$ cat config.mk
export PLATFORM = sky130hd
export DESIGN_NAME = uart_tx
export DESIGN_NICKNAME = d
export VERILOG_FILES = /design/src/rtl/uart_tx.sv
export SDC_FILE = /design/constraint.sdc
export NUM_CORES = 1
export LEC_CHECK = 0
export CAP_MARGIN = 25
export CELL_PAD_IN_SITES_DETAIL_PLACEMENT = 1
export CELL_PAD_IN_SITES_GLOBAL_PLACEMENT = 2
export CORE_UTILIZATION = 31
export DETAILED_ROUTE_END_ITERATION = 12
export PLACE_DENSITY = 0.82
export SYNTH_ARGS = -nofsm -noshare
export SYNTH_HDL_FRONTEND = slang
export SYNTH_SLANG_ARGS = --single-unit
export TNS_END_PERCENT = 100
$ cat constraint.sdc
create_clock -name clk -period 2.2 [get_ports clk]
set_input_delay 0.33 -clock clk [delete_from_list [all_inputs] [get_ports clk]]
set_output_delay 0.33 -clock clk [all_outputs]
set_load 0.02 [all_outputs]
$ cat src/rtl/uart_tx.sv
// UART transmitter: start bit, DBIT data bits LSB first, optional parity bit, stop period.
// Bit timing comes from a shared 16x-baud s_tick enable; tx is always driven from a flop.
module uart_tx #(
   parameter int DBIT       = 8,
   parameter int SB_TICK    = 16,
   parameter int PARITY_EN  = 0,
   parameter int PARITY_ODD = 0
) (
   input  logic       clk,
   input  logic       rst,
   input  logic       s_tick,
   input  logic       tx_start,
   input  logic [7:0] din,
   output logic       tx,
   output logic       tx_busy,
   output logic       tx_done_tick,
   output logic [2:0] dbg_state_o
);

   localparam int             SCW       = (SB_TICK > 16) ? $clog2(SB_TICK) : 4;
   localparam logic [SCW-1:0] BIT_LAST  = SCW'(15);
   localparam logic [SCW-1:0] STOP_LAST = SCW'(SB_TICK - 1);
   localparam logic [2:0]     N_LAST    = 3'(DBIT - 1);
   localparam logic           PAR_SEED  = (PARITY_ODD != 0) ? 1'b1 : 1'b0;

   typedef enum logic [2:0] {
      IDLE   = 3'd0,
      START  = 3'd1,
      DATA   = 3'd2,
      PARITY = 3'd3,
      STOP   = 3'd4
   } state_t;

   state_t          state_q;
   logic [SCW-1:0]  s_cnt_q;
   logic [2:0]      n_cnt_q;
   logic [DBIT-1:0] b_reg_q;
   logic            parity_q;
   logic            tx_q;
   logic            done_q;

   // tx_q is loaded with the level of the state being entered, so the line
   // changes on the same edge as the state register.
   always_ff @(posedge clk) begin
      if (rst) begin
         state_q  <= IDLE;
         s_cnt_q  <= '0;
         n_cnt_q  <= '0;
         b_reg_q  <= '0;
         parity_q <= 1'b0;
         tx_q     <= 1'b1;
         done_q   <= 1'b0;
      end else begin
         done_q <= 1'b0;
         case (state_q)
            IDLE: begin
               tx_q <= 1'b1;
               if (tx_start) begin
                  state_q  <= START;
                  b_reg_q  <= din[DBIT-1:0];
                  s_cnt_q  <= '0;
                  parity_q <= PAR_SEED;
                  tx_q     <= 1'b0;
               end
            end
            START: begin
               if (s_tick) begin
                  if (s_cnt_q == BIT_LAST) begin
                     state_q <= DATA;
                     s_cnt_q <= '0;
                     n_cnt_q <= '0;
                     tx_q    <= b_reg_q[0];
                  end else begin
                     s_cnt_q <= s_cnt_q + 1'b1;
                  end
               end
            end
            DATA: begin
               if (s_tick) begin
                  if (s_cnt_q == BIT_LAST) begin
                     s_cnt_q  <= '0;
                     b_reg_q  <= b_reg_q >> 1;
                     parity_q <= parity_q ^ b_reg_q[0];
                     if (n_cnt_q == N_LAST) begin
                        if (PARITY_EN != 0) begin
                           state_q <= PARITY;
                           tx_q    <= parity_q ^ b_reg_q[0];
                        end else begin
                           state_q <= STOP;
                           tx_q    <= 1'b1;
                        end
                     end else begin
                        n_cnt_q <= n_cnt_q + 1'b1;
                        tx_q    <= b_reg_q[1];
                     end
                  end else begin
                     s_cnt_q <= s_cnt_q + 1'b1;
                  end
               end
            end
            PARITY: begin
               if (s_tick) begin
                  if (s_cnt_q == BIT_LAST) begin
                     state_q <= STOP;
                     s_cnt_q <= '0;
                     tx_q    <= 1'b1;
                  end else begin
                     s_cnt_q <= s_cnt_q + 1'b1;
                  end
               end
            end
            STOP: begin
               if (s_tick) begin
                  if (s_cnt_q == STOP_LAST) begin
                     state_q <= IDLE;
                     done_q  <= 1'b1;
                     tx_q    <= 1'b1;
                  end else begin
                     s_cnt_q <= s_cnt_q + 1'b1;
                  end
               end
            end
            default: begin
               state_q <= IDLE;
               tx_q    <= 1'b1;
            end
         endcase
      end
   end

   assign tx           = tx_q;
   assign tx_busy      = (state_q != IDLE);
   assign tx_done_tick = done_q;
   assign dbg_state_o  = state_q;

endmodule

==> results.py <==
metrics = {
    "sta": {
        "slew_violations": 0,
        "period_minus_slack_ns": 2.10,
        "setup_ws_ns": 0.103,
        "tightest_slew_ns": 0.594,
        "finalHoldWorstSlack_ns": 0.493,
        "hold_viol": 0,
        "fin_crit_sh": 0.953,
        "rsz0062_at_grt": "false",
        "slew_headroom": 0.599,
        "max_freq_mhz": 477,
        "skew_ns": 0.0117,
        "setup_viol": 0,
        "fin_setup_tns_ns": 0,
    },
    "yosys": {
        "netlist_instances": 123,
        "seq_area_frac_synth": 0.368,
        "synth_edf_count": 0,
        "yosys_warnings": 0,
        "syn_area_sq_mm": 0.00109,
        "async_reset_ff_frac": 0,
        "synth_seq_cells": 20,
        "syn_nets": 138,
        "ys.flop_type": "dfxtp_1",
        "synth_cell_types": 39,
        "syn_area_per_cell_sq_um": 8.85,
    },
    "pwr": {
        "p_leak_nw": 0.486,
        "power.ir.vdd_worst_mv": 0.163,
        "power_density_mw_per_mm2": 548,
    },
    "placed_design": {
        "dp_worst_setup_slack_ns": 0.0580,
        "port_buffers": 17,
        "hpwl_microns": 2040,
        "place.gp.congestion": 0.818,
    },
    "grt": {
        "grt_pass1_wl_microns": 4570,
        "grt_util_all_layers": 0.163,
        "met3_usage": 0.0315,
        "antenna_found_initial": 0,
        "grt_busiest_layer": "met2",
        "grt_pass1_vias": 1031,
        "overflow": 0,
        "grt_use_met1": 0.192,
        "grt_max_degree": 18,
        "grt_use_met2": 0.298,
    },
    "detailed_routing": {
        "ant_nets": 0,
        "route.detailed.drc": 0,
        "via_per_inst": 5.22,
        "wire_per_inst_microns": 14.6,
        "first_pass_iters": 4,
        "dr_total_vias": 981,
        "finalWirelength_microns": 2740,
        "first_iter_violations": 23,
    },
    "setup_path": {
        "critical_path_arrival_ns": 1.77,
        "path_class": "reg -> out",
        "critPathCaptureType": "output port",
        "crit_buf_inv": 1,
        "cp_cell_sequence": "or3_1 > clkdlybuf4s50_1",
        "slowest_delay_ns": 0.55,
        "slowest_stage": "clkdlybuf4s50_1",
        "worstPathRequired_ns": 1.87,
        "crit_family": "buffers and inverters",
        "r2r_start": "n_cnt_q[0]",
        "critPathLaunchType": "flop",
        "setup.worst_path.start": "dbg_state_o[1]",
        "path_max_fanout": 16,
    },
    "clock_tree": {
        "clock_sinks": 20,
        "path_clk_slew_ns": 0.12,
        "htreeDepth": 1,
        "insertion_delay_ns": 0.31,
        "clockBufferDepth": 2,
        "cts_tree": "yes",
        "cts-root-buf": "clkbuf_4",
        "cts_made_buffers": 3,
        "post_cts_buffers": 0,
        "postCtsHoldBufs": 0,
        "cts-resized-gates": 0,
    },
    "final_layout": {
        "syn2layout_area_growth_pct": 24.9,
        "drive_above_1_share": 0.0915,
        "fill_cells": 407,
        "n_antenna_cell": 0,
        "nNetsFinal": 158,
    },
    "floorplan": {
        "row_count": 21,
        "fp.dieArea_sq_mm": 0.00375,
        "die_x_microns": 61.3,
        "io_pins": 18,
        "start_util": 0.326,
        "die_y_microns": 61.3,
        "design.core.area_sq_mm": 0.00334,
    },
    "run_status": {
        "outcome": "finished, final reports clean",
    },
    "flow_run": {
        "drv_cap": 0,
    },
    "hold_path": {
        "hold_class": "reg -> reg",
        "hp-start": "s_cnt_q[1]",
    },
}
## cells in the mapped netlist, drive strengths merged (2+ instances only)
| library cell | count | share of area |
|---|---|---|
| a21boi | 2 | 0.014 |
| o21ai | 5 | 0.023 |
| o22ai | 2 | 0.011 |
| a21o | 4 | 0.028 |
| inv | 3 | 0.010 |
| clkbuf | 4 | 0.014 |
| nor3 | 4 | 0.018 |
| buf | 4 | 0.021 |
| a21oi | 11 | 0.051 |
| mux2i | 9 | 0.083 |
| nand2 | 4 | 0.014 |
| ha | 3 | 0.034 |
| dfxtp | 20 | 0.37 |
| nor2 | 11 | 0.038 |
| nand4 | 2 | 0.011 |
| a22oi | 2 | 0.014 |
| a211oi | 7 | 0.048 |
| and4 | 2 | 0.016 |
| nand3 | 4 | 0.018 |
| nand2b | 2 | 0.011 |
| or3b | 2 | 0.018 |
## worst min-delay path, stage by stage, from the launching register on
cell and delay [ns]:
dfxtp_1 0.34, nand3_1 0.07, a21oi_1 0.05
## worst paths after layout
check | endpoint | slack (ns) | cells after the start
max reg2reg | n_cnt_q[2] | 0.37 | 6
max | tx_busy | 0.10 | 2
min | s_cnt_q[1] | 0.49 | 2
min reg2reg | s_cnt_q[1] | 0.49 | 2
## flip-flops by register name, summed over array words and instances (netlist names)
name          flops
b_reg_q           8
s_cnt_q           4
dbg_state_o       3
n_cnt_q           3
tx                1
tx_done_tick      1
## per-stage QoR
step                       util  std cells  area, sq um  power, W
final                     0.408        188         1360  0.000746
after global routing      0.408        188         1360  0.000792
after CTS                 0.408        188         1360  0.000762
after detailed placement  0.397        184         1320  0.000537
after global placement    0.397        184         1320  0.000532
after floorplan               -        123         1090  0.000480
## layout make-up
class	count	area (sq um)	area share
multi-input combinational	92	639	0.470
sequential	20	400	0.294
timing repair buffer	23	215	0.158
tap	46	57.6	0.0423
clock buffer	4	36.3	0.0267
inverter	3	11.3	0.00828
## metal layers
layer	wire [microns]	share of wire	vias up
li1	-	-	501
met2	1420	0.52	14
met1	1240	0.45	464
met4	8	0.0029	0
met5	0	0	-
met3	75	0.027	2
## power breakdown
| group | leakage (nW) | switching [W] | internal, W | total [W] |
|---|---|---|---|---|
| sequential | 0.164 | 0.0000163 | 0.000381 | 0.000397 |
| combinational | 0.302 | 0.0000645 | 0.0000655 | 0.000130 |
| clock | 0.0210 | 0.000118 | 0.000101 | 0.000218 |
| total | 0.486 | 0.000198 | 0.000547 | 0.000746 |
## kinds of logic (layout without fill, tap and decap cells)
logic type,after synthesis,count (layout),share of synthesized area
compound gates,40,40,0.260
simple gates,39,39,0.200
flops,20,20,0.368
buf+inv,11,30,0.0448
mux,10,10,0.0931
fa+ha+maj,3,3,0.0345
## cell usage in the layout (no fill, tap or decap), types with 2 or more instances in the layout
cell type / n
inv_1: 3
a21oi_1: 11
a21boi_0: 2
buf_4: 6
o21ai_0: 5
nor2_1: 11
o22ai_1: 2
mux2i_1: 9
nand3_1: 4
and4_1: 2
clkbuf_4: 3
a22oi_1: 2
ha_1: 3
a211oi_1: 7
a21o_1: 4
nand2b_1: 2
nand4_1: 2
clkdlybuf4s50_1: 17
nand2_1: 4
dfxtp_1: 20
nor3_1: 4
No activity file was read; power rests on OpenSTA's default activity.
